===== config.mk =====
export PLATFORM = sky130hd
export DESIGN_NAME = wb4_to_pi1_flat
export DESIGN_NICKNAME = d
export VERILOG_FILES = /design/src/rtl/wb4_to_pi1_pkg.sv /design/src/rtl/wb4_to_pi1_if.sv /design/src/rtl/wb4_to_pi1_reqfifo.sv /design/src/rtl/wb4_to_pi1.sv /design/src/flat_wrapper.sv
export SDC_FILE = /design/constraint.sdc
export NUM_CORES = 1
export LEC_CHECK = 0
export CAP_MARGIN = 15
export CELL_PAD_IN_SITES_DETAIL_PLACEMENT = 1
export CELL_PAD_IN_SITES_GLOBAL_PLACEMENT = 1
export CORE_MARGIN = 2
export CORE_UTILIZATION = 25
export DETAILED_ROUTE_END_ITERATION = 8
export GPL_ROUTABILITY_DRIVEN = 0
export PLACE_DENSITY_LB_ADDON = 0.1
export SETUP_SLACK_MARGIN = 0.15
export SYNTH_ARGS = -nofsm -noshare
export SYNTH_HDL_FRONTEND = slang
export SYNTH_HIERARCHICAL = 1
export SYNTH_SLANG_ARGS = --single-unit
export TNS_END_PERCENT = 5

===== constraint.sdc =====
create_clock -name wb4_clk_i -period 3.6 [get_ports wb4_clk_i]
set_clock_uncertainty 0.05 [all_clocks]
set_input_delay 0.36 -clock wb4_clk_i [delete_from_list [all_inputs] [get_ports wb4_clk_i]]
set_output_delay 0.36 -clock wb4_clk_i [all_outputs]
set_load 0.01 [all_outputs]

===== src/rtl/wb4_to_pi1_pkg.sv =====
// wb4_to_pi1_pkg -- shared definitions for the Wishbone B4 to pi1 bridge.
//   pi1_op_e     : pi1 operation encoding (same codes as the pi1-to-Wishbone bridge)
//   fsm_state_e  : in-flight tracker states of the bridge
//   clog2()      : constant ceil(log2) used for the derived widths
package wb4_to_pi1_pkg;

  typedef enum logic [1:0] {
    PINOOP = 2'b00,
    PIWROP = 2'b01,
    PIRDOP = 2'b10,
    PIRWOP = 2'b11
  } pi1_op_e;

  typedef enum logic {
    ST_IDLE = 1'b0,  // no pi1 op in flight
    ST_BUSY = 1'b1   // one pi1 op in flight, waiting for its completion
  } fsm_state_e;

  function automatic int clog2(input int value);
    int r;
    r = 0;
    while ((1 << r) < value) r++;
    return r;
  endfunction

endpackage


===== src/rtl/wb4_to_pi1_if.sv =====
// wb4_to_pi1_if -- Wishbone B4 pipelined slave side plus pi1 master side of
// the bridge, bundled in one interface.
//   slave  modport : the bridge's view (receives Wishbone requests, drives pi1)
//   master modport : the surrounding system's view (Wishbone master + pi1 slave)
// Signals: wb4_cyc_i/stb_i/we_i/addr_i/data_i/sel_i, wb4_stall_o/ack_o/data_o,
//          pi1_op_o/addr_o/data_o/sel_o, pi1_data_i/rdy_i.
interface wb4_to_pi1_if #(
  parameter int ARCHBITSZ = 16
) ();
  import wb4_to_pi1_pkg::*;

  localparam int CLOG2ARCHBITSZBY8 = clog2(ARCHBITSZ / 8);
  localparam int ADDRBITSZ         = ARCHBITSZ - CLOG2ARCHBITSZBY8;

  logic                     wb4_cyc_i;
  logic                     wb4_stb_i;
  logic                     wb4_we_i;
  logic [ARCHBITSZ-1:0]     wb4_addr_i;
  logic [ARCHBITSZ-1:0]     wb4_data_i;
  logic [ARCHBITSZ/8-1:0]   wb4_sel_i;
  logic                     wb4_stall_o;
  logic                     wb4_ack_o;
  logic [ARCHBITSZ-1:0]     wb4_data_o;

  pi1_op_e                  pi1_op_o;
  logic [ADDRBITSZ-1:0]     pi1_addr_o;
  logic [ARCHBITSZ-1:0]     pi1_data_o;
  logic [ARCHBITSZ/8-1:0]   pi1_sel_o;
  logic [ARCHBITSZ-1:0]     pi1_data_i;
  logic                     pi1_rdy_i;

  modport slave (
    input  wb4_cyc_i, wb4_stb_i, wb4_we_i, wb4_addr_i, wb4_data_i, wb4_sel_i,
    output wb4_stall_o, wb4_ack_o, wb4_data_o,
    output pi1_op_o, pi1_addr_o, pi1_data_o, pi1_sel_o,
    input  pi1_data_i, pi1_rdy_i
  );

  modport master (
    output wb4_cyc_i, wb4_stb_i, wb4_we_i, wb4_addr_i, wb4_data_i, wb4_sel_i,
    input  wb4_stall_o, wb4_ack_o, wb4_data_o,
    input  pi1_op_o, pi1_addr_o, pi1_data_o, pi1_sel_o,
    output pi1_data_i, pi1_rdy_i
  );

endinterface


===== src/rtl/wb4_to_pi1_reqfifo.sv =====
// wb4_to_pi1_reqfifo -- request queue of the bridge.
//   clk, rst_n : clock, asynchronous active-low reset
//   flush      : drop every stored entry this cycle (has priority)
//   push/push_data : enqueue one entry
//   pop        : dequeue the head entry
//   head_data  : current head entry (meaningless while empty)
//   empty      : no entries stored
//   count      : number of stored entries, 0..DEPTH
// DEPTH must be a power of two so the pointers wrap by plain rollover.
module wb4_to_pi1_reqfifo
  import wb4_to_pi1_pkg::*;
#(
  parameter  int WIDTH    = 8,
  parameter  int DEPTH    = 4,
  localparam int PTRBITSZ = clog2(DEPTH)
) (
  input  logic                clk,
  input  logic                rst_n,
  input  logic                flush,
  input  logic                push,
  input  logic [WIDTH-1:0]    push_data,
  input  logic                pop,
  output logic [WIDTH-1:0]    head_data,
  output logic                empty,
  output logic [PTRBITSZ:0]   count
);

  logic [WIDTH-1:0]    mem [DEPTH];
  logic [PTRBITSZ-1:0] wr_ptr;
  logic [PTRBITSZ-1:0] rd_ptr;
  logic [PTRBITSZ:0]   cnt;
  logic                do_push;
  logic                do_pop;

  // Guard against overflow/underflow even if a caller misbehaves.
  assign do_push = push & ~flush & (cnt != (PTRBITSZ + 1)'(DEPTH));
  assign do_pop  = pop  & ~flush & (cnt != '0);

  // NOTE: state registers use non-blocking assignments so every flop samples
  // the pre-edge values, independent of statement order.
  always_ff @(posedge clk or negedge rst_n) begin
    if (!rst_n) begin
      wr_ptr <= '0;
      rd_ptr <= '0;
      cnt    <= '0;
    end else if (flush) begin
      wr_ptr <= '0;
      rd_ptr <= '0;
      cnt    <= '0;
    end else begin
      if (do_push) wr_ptr <= wr_ptr + PTRBITSZ'(1);
      if (do_pop)  rd_ptr <= rd_ptr + PTRBITSZ'(1);
      case ({do_push, do_pop})
        2'b10:   cnt <= cnt + (PTRBITSZ + 1)'(1);
        2'b01:   cnt <= cnt - (PTRBITSZ + 1)'(1);
        default: cnt <= cnt;
      endcase
    end
  end

  // NOTE: the storage array has no reset; entries are only ever read after
  // being written, and leaving it unreset lets it map onto plain RAM/flops.
  always_ff @(posedge clk) begin
    if (do_push) mem[wr_ptr] <= push_data;
  end

  assign head_data = mem[rd_ptr];
  assign empty     = (cnt == '0);
  assign count     = cnt;

endmodule


===== src/rtl/wb4_to_pi1.sv =====
// wb4_to_pi1 -- Wishbone B4 pipelined slave to pi1 master bridge.
//   wb4_clk_i : single clock for both sides
//   wb4_rst_i : asynchronous active-low reset
//   bus       : wb4_to_pi1_if.slave (Wishbone request/ack side, pi1 op side)
// Accepted Wishbone requests are queued, replayed as pi1 ops with one op in
// flight, and acknowledged in order one cycle after their pi1 completion.
// Dropping wb4_cyc_i flushes the queue and silences the in-flight op's ack.
module wb4_to_pi1
  import wb4_to_pi1_pkg::*;
#(
  parameter int ARCHBITSZ = 16,
  parameter int FIFODEPTH = 4
) (
  input  logic            wb4_clk_i,
  input  logic            wb4_rst_i,
  wb4_to_pi1_if.slave     bus
);

  localparam int CLOG2ARCHBITSZBY8 = clog2(ARCHBITSZ / 8);
  localparam int ADDRBITSZ         = ARCHBITSZ - CLOG2ARCHBITSZBY8;
  localparam int SELBITSZ          = ARCHBITSZ / 8;
  localparam int CNTBITSZ          = clog2(FIFODEPTH) + 1;

  typedef struct packed {
    logic                 we;
    logic [ADDRBITSZ-1:0] addr;
    logic [ARCHBITSZ-1:0] data;
    logic [SELBITSZ-1:0]  sel;
  } req_t;

  localparam int REQBITSZ = $bits(req_t);

  // ---------------------------------------------------------------- request queue
  req_t                push_req;
  req_t                head_req;
  logic [REQBITSZ-1:0] head_raw;
  logic [CNTBITSZ-1:0] fifo_count;
  logic                fifo_empty;
  logic                stall;
  logic                accept;
  logic                flush;
  logic                issue_valid;
  logic                pop;
  logic                unused_addr_lsbs;

  // Stall looks only at the registered count: a full queue stalls even when
  // it pops in the same cycle, keeping stall off any combinational pi1 path.
  assign stall  = (fifo_count == CNTBITSZ'(FIFODEPTH));
  assign accept = bus.wb4_cyc_i & bus.wb4_stb_i & ~stall;
  assign flush  = ~bus.wb4_cyc_i;

  // Byte lanes travel in sel; the low byte-address bits carry no information.
  assign push_req = '{
    we:   bus.wb4_we_i,
    addr: bus.wb4_addr_i[ARCHBITSZ-1:CLOG2ARCHBITSZBY8],
    data: bus.wb4_data_i,
    sel:  bus.wb4_sel_i
  };
  assign unused_addr_lsbs = ^bus.wb4_addr_i[CLOG2ARCHBITSZBY8-1:0];

  wb4_to_pi1_reqfifo #(
    .WIDTH (REQBITSZ),
    .DEPTH (FIFODEPTH)
  ) u_reqfifo (
    .clk       (wb4_clk_i),
    .rst_n     (wb4_rst_i),
    .flush     (flush),
    .push      (accept),
    .push_data (push_req),
    .pop       (pop),
    .head_data (head_raw),
    .empty     (fifo_empty),
    .count     (fifo_count)
  );

  assign head_req    = req_t'(head_raw);
  assign issue_valid = bus.wb4_cyc_i & ~fifo_empty;
  assign pop         = issue_valid & bus.pi1_rdy_i;

  // ---------------------------------------------------------------- pi1 issue
  logic [ADDRBITSZ-1:0] hold_addr_q;
  logic [ARCHBITSZ-1:0] hold_data_q;
  logic [SELBITSZ-1:0]  hold_sel_q;

  always_comb begin
    bus.pi1_op_o   = PINOOP;
    bus.pi1_addr_o = hold_addr_q;
    bus.pi1_data_o = hold_data_q;
    bus.pi1_sel_o  = hold_sel_q;
    if (issue_valid) begin
      bus.pi1_op_o   = head_req.we ? PIWROP : PIRDOP;
      bus.pi1_addr_o = head_req.addr;
      bus.pi1_data_o = head_req.data;
      bus.pi1_sel_o  = head_req.sel;
    end
  end

  // ---------------------------------------------------------------- in-flight FSM
  fsm_state_e           state_q, state_d;
  logic                 drop_q, drop_d;           // in-flight op belongs to an aborted cycle
  logic                 rd_inflight_q, rd_inflight_d;
  logic                 ack_q, ack_d;
  logic [ARCHBITSZ-1:0] rdata_q;
  logic                 complete;

  // NOTE: every signal written here gets a default first, so no path leaves
  // it unassigned and no latch is inferred.
  always_comb begin
    state_d       = state_q;
    drop_d        = drop_q;
    rd_inflight_d = rd_inflight_q;
    ack_d         = 1'b0;
    complete      = 1'b0;

    if (bus.pi1_rdy_i) begin
      complete = (state_q == ST_BUSY);
      // A completion that coincides with cyc low belongs to the aborted
      // cycle as well, so it is silenced like any other dropped op.
      ack_d    = complete & ~drop_q & bus.wb4_cyc_i;
      if (pop) begin
        state_d       = ST_BUSY;
        drop_d        = 1'b0;
        rd_inflight_d = ~head_req.we;
      end else if (complete) begin
        state_d = ST_IDLE;
        drop_d  = 1'b0;
      end
    end

    // Abort while an op stays in flight: let it finish on pi1 but never ack
    // it, so a freshly started cycle cannot receive a stale ack.
    if (!bus.wb4_cyc_i && state_d == ST_BUSY) drop_d = 1'b1;
  end

  always_ff @(posedge wb4_clk_i or negedge wb4_rst_i) begin
    if (!wb4_rst_i) begin
      state_q       <= ST_IDLE;
      drop_q        <= 1'b0;
      rd_inflight_q <= 1'b0;
      ack_q         <= 1'b0;
      rdata_q       <= '0;
      hold_addr_q   <= '0;
      hold_data_q   <= '0;
      hold_sel_q    <= '0;
    end else begin
      state_q       <= state_d;
      drop_q        <= drop_d;
      rd_inflight_q <= rd_inflight_d;
      ack_q         <= ack_d;
      if (ack_d) rdata_q <= rd_inflight_q ? bus.pi1_data_i : '0;
      if (issue_valid) begin
        hold_addr_q <= head_req.addr;
        hold_data_q <= head_req.data;
        hold_sel_q  <= head_req.sel;
      end
    end
  end

  assign bus.wb4_stall_o = stall;
  assign bus.wb4_ack_o   = ack_q;
  assign bus.wb4_data_o  = rdata_q;

endmodule


===== src/flat_wrapper.sv =====
// flat-port wrapper written by rule: the top's interface ports become plain ports
module wb4_to_pi1_flat import wb4_to_pi1_pkg::*;
#(
  parameter int ARCHBITSZ = 16,
  parameter int FIFODEPTH = 4
)
  (wb4_clk_i, wb4_rst_i, bus_wb4_cyc_i, bus_wb4_stb_i, bus_wb4_we_i, bus_wb4_addr_i, bus_wb4_data_i, bus_wb4_sel_i, bus_wb4_stall_o, bus_wb4_ack_o, bus_wb4_data_o, bus_pi1_op_o, bus_pi1_addr_o, bus_pi1_data_o, bus_pi1_sel_o, bus_pi1_data_i, bus_pi1_rdy_i);
  wb4_to_pi1_if #(.ARCHBITSZ(ARCHBITSZ)) bus_i ();
  input  logic wb4_clk_i;
  input  logic wb4_rst_i;
  input wire logic [$bits(bus_i.wb4_cyc_i)-1:0] bus_wb4_cyc_i;
  input wire logic [$bits(bus_i.wb4_stb_i)-1:0] bus_wb4_stb_i;
  input wire logic [$bits(bus_i.wb4_we_i)-1:0] bus_wb4_we_i;
  input wire logic [$bits(bus_i.wb4_addr_i)-1:0] bus_wb4_addr_i;
  input wire logic [$bits(bus_i.wb4_data_i)-1:0] bus_wb4_data_i;
  input wire logic [$bits(bus_i.wb4_sel_i)-1:0] bus_wb4_sel_i;
  output wire logic [$bits(bus_i.wb4_stall_o)-1:0] bus_wb4_stall_o;
  output wire logic [$bits(bus_i.wb4_ack_o)-1:0] bus_wb4_ack_o;
  output wire logic [$bits(bus_i.wb4_data_o)-1:0] bus_wb4_data_o;
  output wire logic [$bits(bus_i.pi1_op_o)-1:0] bus_pi1_op_o;
  output wire logic [$bits(bus_i.pi1_addr_o)-1:0] bus_pi1_addr_o;
  output wire logic [$bits(bus_i.pi1_data_o)-1:0] bus_pi1_data_o;
  output wire logic [$bits(bus_i.pi1_sel_o)-1:0] bus_pi1_sel_o;
  input wire logic [$bits(bus_i.pi1_data_i)-1:0] bus_pi1_data_i;
  input wire logic [$bits(bus_i.pi1_rdy_i)-1:0] bus_pi1_rdy_i;
  assign bus_i.wb4_cyc_i = bus_wb4_cyc_i;
  assign bus_i.wb4_stb_i = bus_wb4_stb_i;
  assign bus_i.wb4_we_i = bus_wb4_we_i;
  assign bus_i.wb4_addr_i = bus_wb4_addr_i;
  assign bus_i.wb4_data_i = bus_wb4_data_i;
  assign bus_i.wb4_sel_i = bus_wb4_sel_i;
  assign bus_wb4_stall_o = bus_i.wb4_stall_o;
  assign bus_wb4_ack_o = bus_i.wb4_ack_o;
  assign bus_wb4_data_o = bus_i.wb4_data_o;
  assign bus_pi1_op_o = bus_i.pi1_op_o;
  assign bus_pi1_addr_o = bus_i.pi1_addr_o;
  assign bus_pi1_data_o = bus_i.pi1_data_o;
  assign bus_pi1_sel_o = bus_i.pi1_sel_o;
  assign bus_i.pi1_data_i = bus_pi1_data_i;
  assign bus_i.pi1_rdy_i = bus_pi1_rdy_i;
  wb4_to_pi1 #(.ARCHBITSZ(ARCHBITSZ), .FIFODEPTH(FIFODEPTH)) u_core (.wb4_clk_i(wb4_clk_i), .wb4_rst_i(wb4_rst_i), .bus(bus_i));
endmodule

Word level (Yosys, flattened, before mapping)
Memory sizes are Yosys's and may differ from the RTL's.
Index checks and enable logic that the tools add are counted.
{ "classes": {"add_sub_neg": 4, "eq_ne": 7, "muxes": 21, "bitwise_logic": 14, "reduce_logical": 8} }
{ "ops": {"columns": ["op", "count"], "rows": [
  ["$mux W16", 2],
  ["$mux W15", 1],
  ["$mux W2", 7],
  ["$and A1 B1 Y1", 10],
  ["$mux W1", 9],
  ["$pmux W3 S2", 1],
  ["$reduce_bool A3 Y1", 2],
  ["$add A2 B1 Y2 const B", 2],
  ["$ne A2 B1 Y1 const B", 2],
  ["$not A1 Y1", 4],
  ["$reduce_and A2 Y1", 2],
  ["$add A3 B1 Y3 const B", 1],
  ["$eq A3 B3 Y1 const B", 1],
  ["$logic_not A3 Y1", 1],
  ["$mux W3", 1],
  ["$ne A3 B1 Y1 const B", 1],
  ["$ne A3 B3 Y1 const B", 1],
  ["$sub A3 B1 Y3 const B", 1],
  ["$eq A2 B1 Y1 const B", 1],
  ["$eq A2 B2 Y1 const B", 1],
  ["$reduce_bool A2 Y1", 1],
  ["$logic_and A1 B1 Y1", 1],
  ["$logic_not A1 Y1", 1]
]} }
{ "totals": {"regBits": 60, "mem_bits_rw": 136, "in_bits": 56, "output_inout_bits": 53, "n_memories": 1} }
{ "mem_list": {"columns": ["memory", "depth", "width", "rd", "rd_ports_with_merged_regs", "write_ports", "line", "rtl"], "rows": [
  ["u_core.u_reqfifo.mem", 4, 34, 1, 0, 1, "wb4_to_pi1_reqfifo.sv:28", "logic [WIDTH-1:0] mem [DEPTH];"]
]} }

Longest topological paths before layout
Gate-level depths: netlist (run 1).
{ "depth": {"ltp_word": 9, "mapped_depth": 10} }

Cells and area by module
Netlist (run 1), hierarchy kept.
{ "modules_own_cells": {"columns": ["module", "instances", "cells_per_inst", "area_each_um2", "seq_area_each_um2"], "rows": [
  ["wb4_to_pi1_reqfifo", 1, 239, 5454.0, 4259.1],
  ["wb4_to_pi1", 1, 162, 2178.3, 1326.3]
]} }

Least setup slack after synthesis (run 1)
OpenSTA, ideal clock, no wires.
{ "synth_path": {"path_type": "reg2reg", "from": "register u_core.u_reqfifo.cnt[0] (netlist: u_core/u_reqfifo/count[0])", "to": "register u_core.u_reqfifo.cnt[1] (netlist: u_core/u_reqfifo/count[1])", "setup_ns": 0.078, "arrival_ns": 2.401, "t_required_ns": 3.472, "path_slack_ns": 1.071, "path_stages_with_launch": 10, "n_path_buf": 0, "cell_sequence": "dfrtp_1 > nor3_1 > nand3b_1 > inv_1 > nand2b_1 > a211oi_1 > fa_1 > and2b_2 > or4_1 > a21oi_1"} }
{ "synth_between": {"elab_chain_len": 9, "elab_cells_between_ends": 20, "classes_between": "add/sub (2); eq/ne (5); mux (2); bitwise (9); reduce/logical (2)"} }
{ "synth_lines": {"columns": ["item", "line", "rtl"], "rows": [
  ["start, declared", "wb4_to_pi1_reqfifo.sv:31", "logic [PTRBITSZ:0] cnt;"],
  ["start signal, assigned", "wb4_to_pi1_reqfifo.sv:54", "2'b10: cnt <= cnt + (PTRBITSZ + 1)'(1);"],
  ["start signal, assigned", "wb4_to_pi1_reqfifo.sv:55", "2'b01: cnt <= cnt - (PTRBITSZ + 1)'(1);"],
  ["start signal, assigned", "wb4_to_pi1_reqfifo.sv:56", "default: cnt <= cnt;"],
  ["$logic_not A3 Y1 (*)", "wb4_to_pi1_reqfifo.sv:68", "assign empty = (cnt == '0);"],
  ["net u_core.fifo_empty", "wb4_to_pi1.sv:38", "logic fifo_empty;"],
  ["$not A1 Y1 (*)", "wb4_to_pi1.sv:77", "assign issue_valid = bus.wb4_cyc_i & ~fifo_empty;"],
  ["$and A1 B1 Y1 (*)", "wb4_to_pi1.sv:77", null],
  ["$and A1 B1 Y1 (*)", "wb4_to_pi1.sv:78", "assign pop = issue_valid & bus.pi1_rdy_i;"],
  ["net u_core.pop", "wb4_to_pi1.sv:43", "logic pop;"],
  ["$and A1 B1 Y1 (*) (2 in a row)", "wb4_to_pi1_reqfifo.sv:37", "assign do_pop = pop & ~flush & (cnt != '0);"],
  ["$eq A2 B1 Y1 / $eq A2 B2 Y1 (equally long branches)", "wb4_to_pi1_reqfifo.sv:53", "case ({do_push, do_pop})"],
  ["$pmux W3 S2", "wb4_to_pi1_reqfifo.sv:53", null],
  ["$mux W3", "wb4_to_pi1_reqfifo.sv:46", "end else if (flush) begin"]
]} }
The timed path passes the listed nets; every way through them passes the cells marked *.
A chain may end at the register's enable or synchronous reset.

Worst setup path in the final report (run 1)
{ "layout_path": {"from": "register u_core.u_reqfifo.cnt[0] (netlist: u_core/u_reqfifo/count[0])", "to": "output port bus_pi1_addr_o[6]"} }
{ "layout_between": {"elab_chain_len": 4} }
{ "layout_lines": {"columns": ["item", "line", "rtl"], "rows": [
  ["$logic_not A3 Y1", "wb4_to_pi1_reqfifo.sv:68", null],
  ["net u_core.fifo_empty", "wb4_to_pi1.sv:38", null],
  ["$not A1 Y1", "wb4_to_pi1.sv:77", null],
  ["$and A1 B1 Y1", "wb4_to_pi1.sv:77", null],
  ["$mux W15", null, null],
  ["end, declared", "flat_wrapper.sv:21", "output wire logic [$bits(bus_i.pi1_addr_o)-1:0] bus_pi1_addr_o;"]
]} }
The timed path passes the listed nets, and every way through them passes these cells.

==> results of run 1 <==
-- flip-flops by register name (all words and copies together) (netlist names) --
name                     count
u_core/bus.wb4_ack_o         1
u_core/bus.wb4_data_o       16
u_core/drop_q                1
u_core/hold_addr_q          15
u_core/hold_data_q          16
u_core/hold_sel_q            2
u_core/rd_inflight_q         1
u_core/state_q               1
u_core/u_reqfifo/count       3
u_core/u_reqfifo/mem       136
u_core/u_reqfifo/rd_ptr      2
u_core/u_reqfifo/wr_ptr      2
-- final cells by class --
cell class                 instances  area, µm²
clock inverter                    12      168.9
timing repair buffer             122       1244
tap                              390      488.0
inverter                          10      37.54
fill                            3028      20030
sequential                       196       5590
clock buffer                      20      446.7
multi-input combinational        175       1867
-- cells in the final DEF, fill, tap and decap left out, types with 5 or more instances in the layout --
| cell type | count |
|---|---|
| buf_12 | 5 |
| mux2_4 | 27 |
| mux4_2 | 34 |
| clkbuf_16 | 17 |
| mux2_2 | 6 |
| nand2_1 | 37 |
| nor2_1 | 9 |
| clkdlybuf4s50_1 | 106 |
| dfrtp_1 | 58 |
| o21ai_0 | 21 |
| edfxtp_1 | 136 |
| inv_1 | 10 |
| a21oi_1 | 6 |
| buf_4 | 11 |
-- what timing repair did --
item                                    4_1_cts  5_1_grt
hold endpoints to repair                      0        0
setup buffers                                 3        0
endpoints found under the setup margin        9        0
-- per-layer routing --
metal / global-route usage [%] / vias to the layer above / wire length [µm]
li1: - / 1765 / -
met2: 18.36 / 101 / 8266
met1: 14.70 / 2042 / 7759
met3: 2.969 / 12 / 840
met5: 0 / - / 0
met4: 3.523 / 0 / 187
-- logic make-up (layout without fill, tap and decap cells) --
kind of cell / count (synthesis) / after routing
flip-flops: 196 / 196
multiplexers: 67 / 67
AND/OR/NAND/NOR: 63 / 63
AO/OA/AOI/OAI: 37 / 37
buffers and inverters: 30 / 164
adder cells (fa/ha/maj): 5 / 5
XOR/XNOR: 3 / 3
-- through the flow --
| stage | utilization (%) | cell area [µm²] | hold slack, ns | instances |
|---|---|---|---|---|
| 3_3_place_gp | 30.81 | 9204 | 0.4207 | 890 |
| 4_1_cts | 32.94 | 9842 | 0.05312 | 925 |
| 5_1_grt | 32.94 | 9842 | 0.06489 | 925 |
| 6_report | 32.94 | 9842 | 0.01225 | 925 |
| 3_5_place_dp | 30.81 | 9204 | 0.4259 | 890 |
| 2_1_floorplan | - | 7632 | 0.01441 | 401 |
-- critical path: stages, from the launching register on --
cell and delay (ns):
dfrtp_1 0.51, nor3_1 0.50, nand2b_4 0.29, buf_12 0.19, mux2_2 0.36, clkdlybuf4s50_1 0.53
-- report_power, final --
group | switching, mW | internal (mW)
Combinational | 0.387 | 0.589
Clock | 0.894 | 1.08
Sequential | 0.0945 | 2.63
Total | 1.38 | 4.29
-- final timing paths --
kind | slack [ns] | start | end | depth (start not counted)
setup reg to reg | 0.47 | u_core/u_reqfifo/count[0] | u_core/u_reqfifo/count[1] | 9
hold / removal | 0.01 | wb4_rst_i | u_core/bus.wb4_data_o[1] | 1
hold reg to reg | 0.44 | u_core/bus.wb4_data_o[7] | u_core/bus.wb4_data_o[7] | 2
min in group wb4_clk_i | 0.44 | u_core/bus.wb4_data_o[7] | u_core/bus.wb4_data_o[7] | 2
max in group asynchronous | 2.79 | wb4_rst_i | u_core/u_reqfifo/rd_ptr[0] | 1
setup / recovery | 0.37 | u_core/u_reqfifo/count[0] | bus_pi1_addr_o[6] | 5
==> run metrics, run 1 <==
status finished clean; P&R area growth vs syn 28.95%; Hold Violations, Final 0; final WL between 15,000 and 20,000 µm; Final Worst Setup Slack 0.3740 ns; die height around 180 µm; Syn Nets 462; RSZ-0062 raised after global routing no; Hold Crit Class input pin to async pin; Total Power approximately 5.7 mW; core footprint 0.02987 mm²; Slew @ Worst Pin approximately 0.92 ns; Crit path required time 3.19 ns; CP max FO 14; Initial DRT Pass Iterations 4; DRC Markers 0; Power Density 576.1 mW/mm²; IO Port Bufs 107; # IOs around 110; crit path time final 3.226 ns; grt total ovfl 0; Synth Warn # 6; Simple-Gate Fraction of Synth Area 3.934%; adder-cell share of the synthesized area 0.9180%; Synth area leader edfxtp_1; synthesized flop and latch total 196; Starting Density approximately 26%; maximum vdd drop roughly 0.23 mV; post-synthesis cell area 0.007632 mm²; Yosys cell types 39; fin crit share 89.61%; Post-Synth XOR/XNOR Area less than 1%; First DRT Iteration DRCs between 200 and 250; Leak 3.514 nW; final setup violation count 0; max-cap violations 0; Peak Freq about 0.31 GHz; CTS Hold Bufs 0; Antenna Cells 0; Startpoint Class register; gr usage total 11.27%; vias per cell 4.238; Commonest cells post-synth edfxtp_1, dfrtp_1, nand2_1; # nets final 583; Post-Place Worst Slack 0.3754 ns; layout cells sized above 1 23.36%; Die Width 178.7 µm; CTS root buf clkbuf_16; Wirelength per Cell 18.44 µm; Die ar. 0.03194 mm²; initial antenna violation count 0; vias 3,920; Area contributors post-synth edfxtp_1, dfrtp_1, mux4_2, mux2_4, nand2_1; top_reg_cell synth edfxtp_1; Synth Area in Compound Gates 2.934%; Slew headroom about two fifths; Worst Path Arrival 2.82 ns; TritonCTS Buffers 17; row cnt 63; Post-Syn Instances 401; CTS tree yes; Final HPWL DP 10,370 µm; Post-CTS Resized 0; setup tns final 0 ns; critical setup path kind register to output pin; Seq/Total Area, Yosys 73.18%; ys async rst share roughly 30%; remaining antenna violation count after routing 0; most numerous cell in the Yosys netlist edfxtp_1; vias in the first global route 4,270; largest net degree at the start of global routing 61; kind of end point of the critical path output pin; H-tree levels 4; multiplexer share of the synthesized area 16.23%; clock buffer depth 2; Final Max Slew Viols 0; CTS sink count 196; EDFF count, synth 136; synthesized area per cell 19.03 µm²; largest family of logic cells by synthesized area multiplexers; Synth top area share 53.51%; Worst-Skew Late Latency between 0.4 and 0.5 ns; clock-pin transition on the worst setup and hold timing paths 0.07 ns; first-pass GRT wire length 26,030 µm
No activity file was read; power rests on OpenSTA's default activity.
==> run 2: changes to the inputs <==
--- a/config.mk
+++ b/config.mk
@@ -8,8 +8,7 @@
 export CAP_MARGIN = 15
 export CELL_PAD_IN_SITES_DETAIL_PLACEMENT = 1
 export CELL_PAD_IN_SITES_GLOBAL_PLACEMENT = 1
-export CORE_MARGIN = 2
-export CORE_UTILIZATION = 25
+export CORE_UTILIZATION = 46
 export DETAILED_ROUTE_END_ITERATION = 8
 export GPL_ROUTABILITY_DRIVEN = 0
 export PLACE_DENSITY_LB_ADDON = 0.1
==> run metrics, run 2 (synthesized netlist as in run 1, its figures left out) <==
status finished clean; final WL 15,450 µm (-9.4%); vias in the first global route 4,398 (+3.0%); Slew headroom 60.52% (+22 points); max reg flops 136 (unchanged); Final HPWL DP 9576 µm (-7.6%); Leak 3.474 nW (-1.1%); Crit path required time 3.19 ns (about the same); Die ar. 0.01711 mm² (-46%); Startpoint Class register; # IOs 109 (unchanged); flop-to-flop setup slack 0.53 ns (+0.06 ns); Power Density 571.2 mW/mm² (-0.85%); CTS sink count 196 (unchanged); Wirelength per Cell 20.51 µm (+11%); crit path time final 3.248 ns (+0.02192 ns); IO Port Bufs 107 (unchanged); Post-Place Worst Slack 0.4923 ns (+0.1169 ns); FF-to-FF Start u_core/u_reqfifo/count[0]; layout cells sized above 1 22.72% (-0.65 points); Total Power 5.442 mW (-4.0%); Antenna Cells 0 (unchanged); # fillers 1,407 (-54%); Die Width 130.8 µm (-27%); Worst Reg-to-Reg Cells 9 (unchanged); final setup violation count 0 (unchanged); P&R area growth vs syn 24.84%; # nets final 585 (+0.34%); DRC Markers 0 (unchanged); postcts setup bufs 0 (-3); remaining antenna violation count after routing 0 (unchanged); Slew @ Worst Pin 0.5922 ns (-0.3236 ns); RSZ-0062 raised after global routing no; CP max FO 24 (+10); core footprint 0.01606 mm² (-46%); Biggest register u_core/u_reqfifo/mem; Final Max Slew Viols 0 (unchanged); TritonCTS Buffers 17 (unchanged); Peak Freq 0.3079 GHz (-0.67%); CTS root buf clkbuf_16; largest net degree at the start of global routing 43 (-30%); worst hold slack 0.4076 ns (+0.3954 ns); vias per cell 5.267 (+24%); Placed Cells 720 (-19%); Initial DRT Pass Iterations 4 (unchanged); die height 130.8 µm (-27%); kind of end point of the critical path output pin; Worst Path Arrival 2.84 ns (+0.02 ns); Hold Crit Class input pin to async pin; Hold Violations, Final 0 (unchanged); final instance area 0.009528 mm² (-3.2%); Worst-Skew Late Latency 0.43 ns (about the same); clock buffer depth 2 (unchanged); First DRT Iteration DRCs 171 (-26%); CTS tree yes; Area after DPL 0.008969 mm² (-2.6%); setup tns final 0 ns (unchanged); vias 3,966 (+1.2%); fin crit share 90.22% (+0.61 points); final core occ 59.33% (+26 points); first-pass GRT wire length 23,980 µm (-7.9%); reg2reg end u_core/u_reqfifo/count[1]; commonest non-fill, non-tap cell in the layout edfxtp_1; maximum vdd drop 0.3417 mV (+49%); max-cap violations 0 (unchanged); grt total ovfl 0 (unchanged); critical setup path kind register to output pin; Final Non-Filler Cells 753 (-19%); gr usage total 19.72% (+8.5 points); H-tree levels 4 (unchanged); Final Worst Setup Slack 0.3521 ns (-0.02192 ns); commonest non-fill, non-tap cells in the layout edfxtp_1, clkdlybuf4s50_1, dfrtp_1, nand2_1, mux4_2; clock-pin transition on the worst setup and hold timing paths 0.06 ns (about the same); row cnt 46 (-27%); Starting Density 47.53% (+22 points); initial antenna violation count 1 (+1)
## run 2: per-layer routing
metal,wire (µm),global-route usage [%]
met5,0,0
met4,213,6.558
met3,893,5.782
met2,7742,32.80
met1,6597,24.89
## run 2: worst max-delay path by stage
stage	from	end	slack [ns]	cells after the start
after floorplan	u_core/u_reqfifo/count[0]	u_core/u_reqfifo/count[1]	1.07	9
after global placement	bus_wb4_cyc_i	u_core/u_reqfifo/mem[2][32]	0.54	7
after detailed placement	bus_wb4_cyc_i	u_core/u_reqfifo/mem[2][32]	0.49	7
after CTS	u_core/u_reqfifo/count[0]	bus_pi1_addr_o[14]	0.29	5
after global routing	u_core/u_reqfifo/count[0]	bus_pi1_addr_o[14]	0.21	5
final	u_core/u_reqfifo/count[0]	bus_pi1_data_o[15]	0.35	5
## run 2: cell type report
cell class                      count  area, µm²  share of cell area (%)
Clock buffer                       26      501.7                   5.266
Clock inverter                      6      42.54                  0.4465
Inverter                           10      37.54                  0.3940
Multi-Input combinational cell    175       1867                   19.59
Sequential cell                   196       5588                   58.65
Tap cell                          216      270.3                   2.837
Timing Repair Buffer              124       1221                   12.82
## run 2: what timing repair did
| item | CTS | global route |
|---|---|---|
| resized for setup | 1 | 0 |
| hold buffers | 1 | 0 |
| endpoints found under the setup margin | 6 | 0 |
| hold endpoints to repair | 18 | 0 |
## run 2: critical path, stage by stage, from the launching register on
cell and delay, ns:
dfrtp_1 0.51, nor3_2 0.38, nand2b_2 0.21, buf_4 0.41, mux2_2 0.40, clkdlybuf4s50_1 0.50
## run 2: report_power, final
group	internal (mW)	switching [mW]	total [mW]	leakage, nW
Combinational	0.584	0.391	0.975	1.23
Sequential	2.63	0.0971	2.73	1.98
Clock	0.970	0.770	1.74	0.264
